[config.mk]
export PLATFORM = sky130hd
export DESIGN_NAME = mem_arbiter_flat
export DESIGN_NICKNAME = d
export VERILOG_FILES = /design/src/rtl/mem_arbiter_if.sv /design/src/rtl/mem_arbiter.sv /design/src/flat_wrapper.sv
export SDC_FILE = /design/constraint.sdc
export NUM_CORES = 1
export LEC_CHECK = 0
export ABC_CLOCK_PERIOD_IN_PS = 4500
export CORE_AREA = 2 2 105 107
export CTS_BUF_LIST = sky130_fd_sc_hd__clkbuf_4
export CTS_CLUSTER_DIAMETER = 150
export DETAILED_ROUTE_END_ITERATION = 10
export DIE_AREA = 0 0 107 109
export PLACE_DENSITY = 0.87
export SLEW_MARGIN = 20
export SYNTH_ARGS = -nofsm -noshare
export SYNTH_HDL_FRONTEND = slang
export SYNTH_SLANG_ARGS = --single-unit
export TNS_END_PERCENT = 20
[constraint.sdc]
create_clock -name CLK -period 4.5 [get_ports CLK]
set_clock_uncertainty 0.2 [all_clocks]
set_input_delay 0.9 -clock CLK [delete_from_list [all_inputs] [get_ports CLK]]
set_output_delay 0.9 -clock CLK [all_outputs]
set_load 0.01 [all_outputs]
[src/rtl/mem_arbiter_if.sv]
// Request/RAM bus shared by mem_arbiter and whatever drives it.
// The slave modport is the arbiter's view; the master modport drives requests and models the RAM.
interface mem_arbiter_if #(
    parameter int ADDR_W = 32,
    parameter int DATA_W = 32
);
    logic              iREN;
    logic [ADDR_W-1:0] iaddr;
    logic              dREN;
    logic              dWEN;
    logic [ADDR_W-1:0] daddr;
    logic [DATA_W-1:0] dstore;
    logic [1:0]        ramstate;
    logic [DATA_W-1:0] ramload;
    logic              ramREN;
    logic              ramWEN;
    logic [ADDR_W-1:0] ramaddr;
    logic [DATA_W-1:0] ramstore;
    logic              iwait;
    logic              dwait;
    logic [DATA_W-1:0] iload;
    logic [DATA_W-1:0] dload;
    logic              merr;

    modport slave (
        input  iREN, iaddr, dREN, dWEN, daddr, dstore, ramstate, ramload,
        output ramREN, ramWEN, ramaddr, ramstore, iwait, dwait, iload, dload, merr
    );

    modport master (
        output iREN, iaddr, dREN, dWEN, daddr, dstore, ramstate, ramload,
        input  ramREN, ramWEN, ramaddr, ramstore, iwait, dwait, iload, dload, merr
    );
endinterface

[src/rtl/mem_arbiter.sv]
// Single-ported RAM arbiter between instruction fetch (I) and data path (D), D has priority.
// Optional MEMARB_STARVE_EN: forces an I grant after STARVE_LIMIT D completions with I pending.
module mem_arbiter #(
    parameter int ADDR_W       = 32,
    parameter int DATA_W       = 32,
    parameter int STARVE_LIMIT = 4
) (
    input logic           CLK,
    input logic           nRST,
    mem_arbiter_if.slave  bus
);
    localparam logic [1:0] RAM_ACCESS = 2'd2;
    localparam logic [1:0] RAM_ERROR  = 2'd3;

    if (STARVE_LIMIT < 1) begin : g_bad_limit
        $error("mem_arbiter: STARVE_LIMIT must be at least 1");
    end

    typedef enum logic [1:0] {IDLE, IGNT, DGNT} state_t;

    state_t            state;
    logic              ram_ren, ram_wen;
    logic [ADDR_W-1:0] ram_addr;
    logic [DATA_W-1:0] ram_store;

    logic done, i_done, d_done, arb, d_req, force_i, grant_d, grant_i;

    assign done   = (state != IDLE) &&
                    (bus.ramstate == RAM_ACCESS || bus.ramstate == RAM_ERROR);
    assign i_done = done && (state == IGNT);
    assign d_done = done && (state == DGNT);
    // Arbitrate in the completion cycle too, so back-to-back grants have no bubble
    assign arb    = (state == IDLE) || done;
    assign d_req  = bus.dREN || bus.dWEN;

`ifdef MEMARB_STARVE_EN
    localparam int CNT_W = ($clog2(STARVE_LIMIT + 1) < 3) ? 3 : $clog2(STARVE_LIMIT + 1);
    localparam logic [CNT_W-1:0] LIMIT = CNT_W'(STARVE_LIMIT);

    logic [CNT_W-1:0] starve_cnt;
    logic [CNT_W-1:0] cnt_inc;

    assign cnt_inc = (starve_cnt >= LIMIT) ? LIMIT : starve_cnt + 1'b1;
    // The completing D access counts toward the limit in the same arbitration
    assign force_i = bus.iREN && !i_done &&
                     (d_done ? (cnt_inc >= LIMIT) : (starve_cnt >= LIMIT));

    always_ff @(posedge CLK or negedge nRST) begin
        if (!nRST)       starve_cnt <= '0;
        else if (i_done) starve_cnt <= '0;
        else if (d_done) starve_cnt <= bus.iREN ? cnt_inc : '0;
    end
`else
    assign force_i = 1'b0;
`endif

    assign grant_d = d_req && !force_i;
    assign grant_i = bus.iREN && !grant_d;

    always_ff @(posedge CLK or negedge nRST) begin
        if (!nRST) begin
            state     <= IDLE;
            ram_ren   <= 1'b0;
            ram_wen   <= 1'b0;
            ram_addr  <= '0;
            ram_store <= '0;
        end else if (arb) begin
            if (grant_d) begin
                state     <= DGNT;
                ram_ren   <= bus.dREN;
                ram_wen   <= bus.dWEN;
                ram_addr  <= bus.daddr;
                ram_store <= bus.dWEN ? bus.dstore : '0;
            end else if (grant_i) begin
                state     <= IGNT;
                ram_ren   <= 1'b1;
                ram_wen   <= 1'b0;
                ram_addr  <= bus.iaddr;
                ram_store <= '0;
            end else begin
                state     <= IDLE;
                ram_ren   <= 1'b0;
                ram_wen   <= 1'b0;
                ram_addr  <= '0;
                ram_store <= '0;
            end
        end
    end

    assign bus.ramREN   = ram_ren;
    assign bus.ramWEN   = ram_wen;
    assign bus.ramaddr  = ram_addr;
    assign bus.ramstore = ram_store;
    assign bus.iwait    = !i_done;
    assign bus.dwait    = !d_done;
    assign bus.iload    = i_done ? bus.ramload : '0;
    assign bus.dload    = (d_done && ram_ren) ? bus.ramload : '0;
    assign bus.merr     = done && (bus.ramstate == RAM_ERROR);
endmodule

[src/flat_wrapper.sv]
// flat-port wrapper written by rule: the top's interface ports become plain ports
module mem_arbiter_flat 
#(
    parameter int ADDR_W       = 32,
    parameter int DATA_W       = 32,
    parameter int STARVE_LIMIT = 4
)
  (CLK, nRST, bus_iREN, bus_iaddr, bus_dREN, bus_dWEN, bus_daddr, bus_dstore, bus_ramstate, bus_ramload, bus_ramREN, bus_ramWEN, bus_ramaddr, bus_ramstore, bus_iwait, bus_dwait, bus_iload, bus_dload, bus_merr);
  mem_arbiter_if #(.ADDR_W(ADDR_W), .DATA_W(DATA_W)) bus_i ();
  input logic CLK;
  input logic nRST;
  input wire logic [$bits(bus_i.iREN)-1:0] bus_iREN;
  input wire logic [$bits(bus_i.iaddr)-1:0] bus_iaddr;
  input wire logic [$bits(bus_i.dREN)-1:0] bus_dREN;
  input wire logic [$bits(bus_i.dWEN)-1:0] bus_dWEN;
  input wire logic [$bits(bus_i.daddr)-1:0] bus_daddr;
  input wire logic [$bits(bus_i.dstore)-1:0] bus_dstore;
  input wire logic [$bits(bus_i.ramstate)-1:0] bus_ramstate;
  input wire logic [$bits(bus_i.ramload)-1:0] bus_ramload;
  output wire logic [$bits(bus_i.ramREN)-1:0] bus_ramREN;
  output wire logic [$bits(bus_i.ramWEN)-1:0] bus_ramWEN;
  output wire logic [$bits(bus_i.ramaddr)-1:0] bus_ramaddr;
  output wire logic [$bits(bus_i.ramstore)-1:0] bus_ramstore;
  output wire logic [$bits(bus_i.iwait)-1:0] bus_iwait;
  output wire logic [$bits(bus_i.dwait)-1:0] bus_dwait;
  output wire logic [$bits(bus_i.iload)-1:0] bus_iload;
  output wire logic [$bits(bus_i.dload)-1:0] bus_dload;
  output wire logic [$bits(bus_i.merr)-1:0] bus_merr;
  assign bus_i.iREN = bus_iREN;
  assign bus_i.iaddr = bus_iaddr;
  assign bus_i.dREN = bus_dREN;
  assign bus_i.dWEN = bus_dWEN;
  assign bus_i.daddr = bus_daddr;
  assign bus_i.dstore = bus_dstore;
  assign bus_i.ramstate = bus_ramstate;
  assign bus_i.ramload = bus_ramload;
  assign bus_ramREN = bus_i.ramREN;
  assign bus_ramWEN = bus_i.ramWEN;
  assign bus_ramaddr = bus_i.ramaddr;
  assign bus_ramstore = bus_i.ramstore;
  assign bus_iwait = bus_i.iwait;
  assign bus_dwait = bus_i.dwait;
  assign bus_iload = bus_i.iload;
  assign bus_dload = bus_i.dload;
  assign bus_merr = bus_i.merr;
  mem_arbiter #(.ADDR_W(ADDR_W), .DATA_W(DATA_W), .STARVE_LIMIT(STARVE_LIMIT)) u_core (.CLK(CLK), .nRST(nRST), .bus(bus_i));
endmodule
Word level (Yosys, flattened, before mapping)
Index checks and enable logic that the tools add are counted.
{"block": "totals", "register_bits": 68, "elab_cells": 34}
{"block": "op_classes", "n_eq_ne": 4, "n_mux": 11, "n_reduce_logical": 14}
{"cell": "$mux 32", "count": 6}
{"cell": "$eq 2x2->1 const B", "count": 3}
{"cell": "$logic_and 1x1->1", "count": 6}
{"cell": "$mux 1", "count": 4}
{"cell": "$logic_not 1->1", "count": 3}
{"cell": "$logic_or 1x1->1", "count": 3}
{"cell": "$eq 2x1->1 const B", "count": 1}
{"cell": "$logic_not 2->1", "count": 1}
{"cell": "$mux 2", "count": 1}
{"cell": "$reduce_bool 2->1", "count": 1}

Logic depth before layout (Yosys ltp)
Gate-level depths: netlist of the first run.
{"block": "logic_depth", "word_depth": 6, "depth_mapped": 5}

Worst setup path before layout of the first run
OpenSTA, ideal clock, no wires.
{"block": "synth_timing", "path_type": "input-to-output", "from": "input bus_ramstate[1]", "to": "output bus_dload[10]", "arrival_ns": 1.644, "path_slack_ns": 1.756, "path_stages": 4, "n_path_buf": 1, "cell_sequence": "nand3b_1 nor2_1 clkbuf_1 and2_1"}
{"block": "synth_via", "elab_chain_cells": 6, "word_cells_on_any_way": 7}
{"element": "from (decl)", "line_no": "flat_wrapper.sv:18", "text": "input wire logic [$bits(bus_i.ramstate)-1:0] bus_ramstate;"}
{"element": "$eq 2x2->1", "line_no": "mem_arbiter.sv:29", "text": "(bus.ramstate == RAM_ACCESS || bus.ramstate == RAM_ERROR);"}
{"element": "$logic_or 1x1->1 (*)", "line_no": "mem_arbiter.sv:29"}
{"element": "$logic_and 1x1->1 (*)", "line_no": "mem_arbiter.sv:28", "text": "assign done = (state != IDLE) &&"}
{"element": "$logic_and 1x1->1 (*)", "line_no": "mem_arbiter.sv:31", "text": "assign d_done = done && (state == DGNT);"}
{"element": "$logic_and 1x1->1 (*)", "line_no": "mem_arbiter.sv:97", "text": "assign bus.dload = (d_done && ram_ren) ? bus.ramload : '0;"}
{"element": "$mux 32 (*)", "line_no": "mem_arbiter.sv:97"}
{"element": "to (decl)", "line_no": "flat_wrapper.sv:27", "text": "output wire logic [$bits(bus_i.dload)-1:0] bus_dload;"}
Mark *: on every way between the ends. The rest lies on a longest branch, timed or not.

Worst setup path in the final report of the first run
{"block": "layout_timing", "from": "input bus_ramstate[1]", "to": "output bus_dload[16]"}
Same word-level chain as after synthesis.

==> results of run 1 <==
stage by stage:
stage | cell area (um^2) | cells | hold slack, ns | power, mW | worst slack [ns]
floorplan | 3310 | 342 | 0.301 | 0.932 | 1.76
global placement | 6060 | 725 | 0.248 | 1.28 | 0.729
detailed placement | 6060 | 725 | 0.255 | 1.29 | 0.710
CTS | 6180 | 741 | 0.279 | 1.64 | 0.701
global route | 6180 | 741 | 0.298 | 1.71 | 0.541
finish | 6180 | 741 | 0.271 | 1.62 | 0.714
synth_stat cells (all sizes together) (2+ instances only):
library cell / number / area [um^2]
and3: 33 / 206
a221o: 32 / 320
nand3: 32 / 160
buf: 11 / 81.3
o21ai: 2 / 10.0
nor2: 3 / 13.8
dfrtp: 68 / 1700
clkbuf: 19 / 72.6
inv: 3 / 11.3
and2: 64 / 400
nand2: 67 / 251
critical path, delay by kind of cell:
family	cells	cell delay [ns]
buffers and inverters	3	1.39
and+or+nand+nor	3	0.38
layer usage:
layer  vias up  GRT usage (%)
met1      1695           24.4
met3        18           5.02
met5         -              0
met2       171           33.5
li1       1689              -
met4         0           7.42
worst max path at each step:
stage,from,end,slack [ns],depth (start not counted)
after floorplan,bus_ramstate[1],bus_dload[10],1.76,4
after global placement,bus_ramstate[1],bus_dload[16],0.73,6
after detailed placement,bus_ramstate[1],bus_dload[16],0.71,6
after CTS,bus_ramstate[1],bus_dload[16],0.70,6
after global routing,bus_ramstate[1],bus_dload[16],0.54,6
final,bus_ramstate[1],bus_dload[16],0.71,6
placed cells by master, fill, tap and decap left out:
master           count
nor3b_4              1
o211a_1              1
clkbuf_4            10
nand2_1             67
nor2_4               1
a221o_1             32
clkinv_2             1
inv_1                3
nand3_1             32
mux2_2               1
and3_1              33
clkdlybuf4s50_1    266
o21ba_4              1
buf_4                6
o22ai_1              1
and2_1              64
o21ai_0              2
clkinvlp_4           2
clkinv_1             1
nand3b_1             1
clkinv_4             2
buf_2                1
dfrtp_1             68
o21bai_4             1
nor2b_1              1
nor2_1               2
flip-flops by register name (all words and copies together), names as in the netlist:
| name | count |
|---|---|
| u_core.state | 2 |
| u_core.bus.ramWEN | 1 |
| u_core.bus.ramstore | 32 |
| u_core.bus.ramREN | 1 |
| u_core.bus.ramaddr | 32 |
cell families (layout without fill, tap and decap cells):
group	after synthesis	after routing	share of synthesized area [%]
simple gates	202	202	32.1
compound gates	38	38	11.2
buf+inv	33	292	4.98
flops	68	68	51.4
mux	1	1	0.340
power by group through the flow:
stage	clock [mW]	sequential, mW	combinational [mW]
floorplan	0	0.771	0.161
global placement	0	0.738	0.540
detailed placement	0	0.740	0.554
CTS	0.353	0.730	0.555
global route	0.386	0.739	0.588
finish	0.339	0.730	0.549
cell type report:
cell class,count,share of cell area (%)
clock buffers,10,1.21
clock inverters,6,0.668
inverters,3,0.182
multi-input cells,241,23.7
flip-flops and latches,68,27.5
well taps,140,2.83
repair buffers,273,43.9
==> flow_summary.yaml, run 1 <==
critical_path:
  r2r_cells: 3
  rr_endpoint: "u_core.state[0]$_DFFE_PN0P_"
  regToRegStartpoint: "u_core.state[1]$_DFFE_PN0P_"
  reg2reg_slack_ns: 2.26
  crit_path_end_kind: "output pin"
  crit_type: "primary input to output pin"
  cp.arrival_ns: 2.69
  critical_path_required_ns: 3.40
  cp_slowest_cell: "clkdlybuf4s50_1"
  cp_common_cell: "clkdlybuf4s50_1"
  path_cells: "clkdlybuf4s50_1 > nand3b_1 > nor2_1 > buf_4 > and2_1 > clkdlybuf4s50_1"
  slowest_delay_ns: 0.57
  cp_max_fo: 32
  crit_path_start_kind: "primary input"
power_and_ir_drop:
  power_density_nw_per_um2: 262
  leakage_nw: 2.77
  sw_frac_of_total_pct: 30.0
  pwr-share-clk_pct: 21.0
  p_seq_share_pct: 45.1
  power.internal_mw: 1.13
  peakVddDrop_uv: 134
  combPwrFrac_pct: 33.9
  p_sw_mw: 0.486
finish:
  post-route-util_pct: 58.3
  diodes: 0
  nFillCells: 883
  multiInputGateArea_um2: 1460
  seq_area_um2: 1700
  drive_above_1_share_pct: 4.49
  nets: 731
  syn_to_final_growth_pct: 86.5
die:
  start_util_pct: 31.2
  ios: 268
  coreArea_um2: 10600
  dieArea_um2: 11700
  die_w_um: 107
  dieHeight_um: 109
  rows: 38
min_path:
  hold_end: "u_core.bus.ramWEN$_DFFE_PN0P_"
  whs_path_depth: 2
  worstHoldStart: "u_core.bus.ramWEN$_DFFE_PN0P_"
  hp-class: "flop to flop"
drt:
  highest_layer: "met4"
  antenna_left: 0
  finalWirelength_mm: 11.9
  num_vias: 3573
  drt_first_pass_iters: 4
  vias_per_cell: 4.82
  avgRoutedWirePerCell_um: 16.1
  drc_errors: 0
  wl_met2_mm: 6.11
  initialDrtViolationCount: 298
  wl_met3_um: 798
  wl_met1_mm: 4.78
grt:
  grtUsageTotal_pct: 19.8
  gr-total-overflow: 0
  first_global_vias: 3531
  grt_antenna_before_repair: 0
  grt_max_degree: 67
  grt_pass1_wl_mm: 18.0
timing:
  fmax_ghz: 0.264
  drv_slew: 0
  setup_viol: 0
  layout_min_cycle_time_ns: 3.79
  hold_viol: 0
  finalCritPeriodShare_pct: 84.1
  tns_ns: 0
  slew-limit-headroom_pct: 31.8
  rsz0062_at_grt: "no"
  worstMarginPinSlew_ns: 1.02
synthesis:
  syn_nets: 477
  synthCells: 342
  synth-edff-count: 0
  synth-seq-cells: 68
  synth_ff_type: "dfrtp_1"
  ys_types: 23
  yosysSeqAreaShare_pct: 51.4
  async_reset_ff_share_pct: 100
  yosys_warnings: 0
  synth_area_per_cell_um2: 9.69
  syn_area_um2: 3310
clock_tree:
  clk_latency_ns: 0.39
  htreeDepth: 3
  path_clk_slew_ns: 0.10
  clock_path_buffers: 2
  cts.repair.resized: 0
  cts_tree: "done"
  cts_root_buf: "clkbuf_4"
  cts_sinks: 68
  ctsHoldBuffers: 0
  postCtsSetupBuffers: 0
  cts_buffers: 9
placement:
  place_hpwl_mm: 9.22
  routabilityCongestion: 0.749
  io_buffers: 267
status:
  status: "complete, no violations"
job:
  max-cap-violations: 0
No activity file was read; power rests on OpenSTA's default activity.
==> inputs of run 2 (changes only) <==
--- a/config.mk
+++ b/config.mk
@@ -5,13 +5,13 @@
 export SDC_FILE = /design/constraint.sdc
 export NUM_CORES = 1
 export LEC_CHECK = 0
-export ABC_CLOCK_PERIOD_IN_PS = 4500
-export CORE_AREA = 2 2 105 107
+export ABC_CLOCK_PERIOD_IN_PS = 3200
+export CORE_ASPECT_RATIO = 1.5
+export CORE_UTILIZATION = 31
 export CTS_BUF_LIST = sky130_fd_sc_hd__clkbuf_4
 export CTS_CLUSTER_DIAMETER = 150
 export DETAILED_ROUTE_END_ITERATION = 10
-export DIE_AREA = 0 0 107 109
-export PLACE_DENSITY = 0.87
+export PLACE_DENSITY = 0.89
 export SLEW_MARGIN = 20
 export SYNTH_ARGS = -nofsm -noshare
 export SYNTH_HDL_FRONTEND = slang
==> constraint.sdc (replaced) <==
create_clock -name CLK -period 3.2 [get_ports CLK]
set_clock_uncertainty 0.2 [all_clocks]
set_input_delay 0.64 -clock CLK [delete_from_list [all_inputs] [get_ports CLK]]
set_output_delay 0.64 -clock CLK [all_outputs]
set_load 0.01 [all_outputs]
==> run 2 against run 1 <==
Effect of this change: cell count is 0.94% higher; count of clock-buffer cells in the layout is 1 lower; global-route usage is 1.9 points higher; setup slack worse by 0.63 ns; critical path type unchanged; critical endpoint is now bus_dload[13].
==> flow_summary.yaml, run 2 (synthesis results as in run 1) <==
critical_path:
  cp_top_family: "buffers and inverters"
  crit_type: "primary input to output pin"
  path_cells: "clkdlybuf4s50_1 > nand3b_1 > nor2_2 > buf_12 > and2_1 > clkdlybuf4s50_1"
  cp_common_cell: "clkdlybuf4s50_1"
  critical_path_required_ns: 2.36
  slowest_delay_ns: 0.54
  crit_path_start_kind: "primary input"
  crit_path_end_kind: "output pin"
  reg2reg_slack_ns: 1.18
  cp_max_fo: 32
  path_buf_inv: 3
  cp_slowest_cell: "clkdlybuf4s50_1"
  cp.arrival_ns: 2.28
grt:
  first_global_vias: 3714
  grt_antenna_before_repair: 0
  grt_max_degree: 69
  grt_pass1_wl_mm: 18.5
  gr-total-overflow: 0
  grtUsageTotal_pct: 21.7
die:
  dieArea_um2: 11100
  die_w_um: 86.4
  dieHeight_um: 129
  coreArea_um2: 10200
  ios: 268
  rows: 45
  start_util_pct: 32.3
timing:
  slew-limit-headroom_pct: 31.9
  layout_setup_ws_ns: 0.0812
  hold_viol: 0
  finalCritPeriodShare_pct: 97.5
  layout_min_cycle_time_ns: 3.12
  holdWs_ns: 0.121
  drv_slew: 0
  setup_viol: 0
  tns_ns: 0
  worstMarginPinSlew_ns: 1.02
  fmax_ghz: 0.321
clock_tree:
  clk_latency_ns: 0.41
  path_clk_slew_ns: 0.14
  postCtsSetupBuffers: 0
  htreeDepth: 3
  cts_root_buf: "clkbuf_4"
  cts_sinks: 68
  cts_buffers: 9
  ctsHoldBuffers: 0
  cts_tree: "done"
  clock_path_buffers: 2
placement:
  place_area_um2: 6130
  io_buffers: 267
  dpl_worst_slack_ns: 0.0282
  dpl.cell_count: 732
  place_hpwl_mm: 9.32
  routabilityCongestion: 0.736
min_path:
  hp-class: "primary input to asynchronous set/reset pin"
drt:
  drt_first_pass_iters: 4
  num_vias: 3563
  drc_errors: 0
  finalWirelength_mm: 11.9
  vias_per_cell: 4.76
  avgRoutedWirePerCell_um: 15.9
  antenna_left: 0
  initialDrtViolationCount: 155
power_and_ir_drop:
  pwr-share-clk_pct: 24.0
  total_power_mw: 2.39
  power.internal_mw: 1.68
  sw_frac_of_total_pct: 29.7
  combPwrFrac_pct: 32.9
  power_density_nw_per_um2: 380
  peakVddDrop_uv: 214
  leakage_nw: 2.88
  p_sw_mw: 0.708
  p_seq_share_pct: 43.1
finish:
  drive_above_1_share_pct: 5.77
  multiInputGateArea_um2: 1460
  diodes: 0
  final_cell_mix: "clkdlybuf4s50_1 (262), dfrtp_1 (68), nand2_1 (67)"
  syn_to_final_growth_pct: 89.8
  nets: 737
  instances_no_fill: 748
  seq_area_um2: 1700
  nFillCells: 892
  final_common_cell: "clkdlybuf4s50_1"
  postLayoutCellArea_um2: 6290
  post-route-util_pct: 61.4
job:
  max-cap-violations: 0
status:
  status: "complete, no violations"
==> run 2: worst register-to-register path, delay by kind of cell (launching register included) <==
| family | cells | cell delay (ns) |
|---|---|---|
| buffers and inverters | 1 | 0.36 |
| flip-flops | 1 | 0.48 |
| AND/OR/NAND/NOR | 2 | 0.20 |
| AO/OA/AOI/OAI | 1 | 0.74 |
==> run 2: path summary, 6_finish.rpt <==
| check | cells after the start | end | startpoint |
|---|---|---|---|
| max | 6 | bus_dload[13] | bus_ramstate[1] |
| min | 1 | u_core.bus.ramstore[14]$_DFFE_PN0P_ | nRST |
| max reg2reg | 4 | u_core.bus.ramstore[30]$_DFFE_PN0P_ | u_core.state[1]$_DFFE_PN0P_ |
| min reg2reg | 2 | u_core.bus.ramstore[16]$_DFFE_PN0P_ | u_core.bus.ramstore[16]$_DFFE_PN0P_ |
| max in group asynchronous | 1 | u_core.bus.ramaddr[3]$_DFFE_PN0P_ | nRST |
| min in group CLK | 2 | u_core.bus.ramstore[16]$_DFFE_PN0P_ | u_core.bus.ramstore[16]$_DFFE_PN0P_ |
==> run 2: power groups by stage <==
stage | Sequential, mW | Combinational (mW) | Clock (mW)
final | 1.03 | 0.785 | 0.572
after detailed placement | 1.04 | 0.794 | 0
after global placement | 1.04 | 0.776 | 0
after CTS | 1.03 | 0.795 | 0.599
after global routing | 1.04 | 0.845 | 0.629
after floorplan | 1.08 | 0.226 | 0
==> run 2: final cells by class <==
cell class / instances / share of cell area (%)
Timing Repair Buffer: 279 / 44.5
Tap cell: 141 / 2.81
Multi-Input combinational cell: 241 / 23.2
Clock buffer: 9 / 1.07
Clock inverter: 7 / 1.19
Inverter: 3 / 0.179
Sequential cell: 68 / 27.1
==> run 2: repair_timing <==
action                                  CTS  global route
endpoints found under the setup margin    0            32
hold endpoints to repair                  0             0
gates resized for setup                   0             5
==> run 2: routing by layer <==
layer / global-route usage, % / share of wire, % / vias to the layer above
met5: 0 / 0 / -
met4: 9.31 / 2.3 / 0
met3: 7.06 / 9.8 / 20
met2: 41.4 / 54 / 198
met1: 20.9 / 34 / 1645
li1: - / - / 1700
==> inputs of run 3 (changes only) <==
--- a/config.mk
+++ b/config.mk
@@ -11,7 +11,8 @@
 export CTS_BUF_LIST = sky130_fd_sc_hd__clkbuf_4
 export CTS_CLUSTER_DIAMETER = 150
 export DETAILED_ROUTE_END_ITERATION = 10
-export PLACE_DENSITY = 0.89
+export GPL_TIMING_DRIVEN = 0
+export PLACE_DENSITY = 0.79
 export SLEW_MARGIN = 20
 export SYNTH_ARGS = -nofsm -noshare
 export SYNTH_HDL_FRONTEND = slang
==> run 3 against run 2 <==
Effect of this change: combinational power rose by 2.7%; via count increased by 2.7%; fmax is 3.7% higher; count of clock-buffer cells in the layout is the same; die area is the same; critical path depth decreased by 1; sequential share of layout area decreased by 0.32 points; cell area is 1.2% higher.
==> flow_summary.yaml, run 3 (synthesis results as in run 1) <==
status:
  status: "complete, no violations"
clock_tree:
  clock_path_buffers: 2
  clk_latency_ns: 0.40
  cts_buffers: 9
  cts_root_buf: "clkbuf_4"
  postCtsSetupBuffers: 0
  path_clk_slew_ns: 0.12
  cts_sinks: 68
  cts_tree: "done"
  htreeDepth: 3
critical_path:
  r2r_cells: 5
  crit_path_start_kind: "flop"
  cp.arrival_ns: 2.17
  critical_path_required_ns: 2.36
  crit_path_end_kind: "output pin"
  crit_type: "flop to output pin"
  cp_max_fo: 10
timing:
  setup_viol: 0
  layout_setup_ws_ns: 0.192
  drv_slew: 0
  worstMarginPinSlew_ns: 0.471
  rsz0062_at_grt: "no"
  slew-limit-headroom_pct: 68.6
  hold_viol: 0
  tns_ns: 0
  fmax_ghz: 0.332
  finalCritPeriodShare_pct: 94.0
  layout_min_cycle_time_ns: 3.01
grt:
  gr-total-overflow: 0
  grtUsageTotal_pct: 22.5
  first_global_vias: 3751
  grt_pass1_wl_mm: 18.9
  grt_max_degree: 57
  grt_antenna_before_repair: 2
drt:
  finalWirelength_mm: 12.4
  num_vias: 3658
  vias_per_cell: 4.76
  initialDrtViolationCount: 103
  drt_first_pass_iters: 4
  avgRoutedWirePerCell_um: 16.1
  antenna_left: 0
  drc_errors: 0
finish:
  final_cell_mix: "clkdlybuf4s50_1 (264), dfrtp_1 (68), nand2_1 (67)"
  final_common_cell: "clkdlybuf4s50_1"
  nets: 756
  post-route-util_pct: 62.1
  postLayoutCellArea_um2: 6360
  drive_above_1_share_pct: 6.71
  syn_to_final_growth_pct: 92.1
min_path:
  hp-class: "flop to flop"
  whs_path_depth: 2
job:
  max-cap-violations: 0
power_and_ir_drop:
  leakage_nw: 2.87
  power_density_nw_per_um2: 378
  total_power_mw: 2.40
  peakVddDrop_uv: 233
placement:
  dpl_worst_slack_ns: -0.337
  place_hpwl_mm: 10.2
  routabilityCongestion: 0.759
  place_area_um2: 6180
  io_buffers: 266
die:
  ios: 268
  dieArea_um2: 11100
  rows: 45
  die_w_um: 86.4
  dieHeight_um: 129
  start_util_pct: 32.3
  coreArea_um2: 10200
-- run 3: cell types whose count changed in the layout (fill, tap and decap cells not counted), sizes merged --
cell	change
clkbuf	+19
clkdlybuf4s50	+2
clkinv	+3
clkinvlp	-3
diode	+2
dlygate4sd2	+1
dlygate4sd3	+1
dlymetal6s2s	-4
-- run 3: final timing paths --
check / from / slack, ns / end
setup reg to reg: u_core.state[1]$_DFFE_PN0P_ / 1.41 / u_core.bus.ramstore[28]$_DFFE_PN0P_
min in group asynchronous: nRST / 0.41 / u_core.bus.ramaddr[9]$_DFFE_PN0P_
setup / recovery: u_core.state[0]$_DFFE_PN0P_ / 0.19 / bus_dload[9]
max in group asynchronous: nRST / 1.87 / u_core.bus.ramstore[26]$_DFFE_PN0P_
hold / removal: u_core.bus.ramstore[4]$_DFFE_PN0P_ / 0.28 / u_core.bus.ramstore[4]$_DFFE_PN0P_
hold reg to reg: u_core.bus.ramstore[4]$_DFFE_PN0P_ / 0.28 / u_core.bus.ramstore[4]$_DFFE_PN0P_
-- run 3: repair_timing --
action                                  CTS  global route
hold buffers                              1             0
endpoints found under the setup margin   61             0
gates resized for setup                  14             0
endpoints found under the hold margin    12             0
-- run 3: worst max-delay path: stages, from the launching register on --
cell and delay [ns]:
dfrtp_1 0.45, nand3b_1 0.24, nor2_4 0.18, clkbuf_4 0.20, and2_1 0.13, clkdlybuf4s50_1 0.56
-- run 3: metrics by stage --
stage / std cells / hold slack (ns)
2_1_floorplan: 342 / 0.144
3_5_place_dp: 750 / 0.254
5_1_grt: 769 / 0.267
4_1_cts: 767 / 0.269
3_3_place_gp: 749 / 0.251
6_report: 769 / 0.279
-- run 3: power by group --
group / internal (mW) / leakage (nW) / switching, mW / total, mW
sequential: 0.963 / 0.858 / 0.0625 / 1.03
clock: 0.242 / 0.0803 / 0.331 / 0.573
combinational: 0.484 / 1.94 / 0.322 / 0.806
total: 1.69 / 2.87 / 0.715 / 2.40
-- run 3: cell type report --
type	count	area, um^2
sequential	68	1700
tap	141	176
buffer	30	175
clock buffer	9	67.6
fill	896	3880
clock inverter	7	75.1
antenna	2	5.00
multi-input combinational	241	1460
inverter	3	11.3
timing repair buffer	268	2700
-- run 3: per-layer routing --
metal / up-vias / share of wire [%] / track usage, %
li1: 1745 / - / -
met1: 1691 / 32 / 20.1
met2: 202 / 56 / 43.9
met3: 20 / 9.8 / 7.70
met4: 0 / 2.4 / 11.0
met5: - / 0 / 0
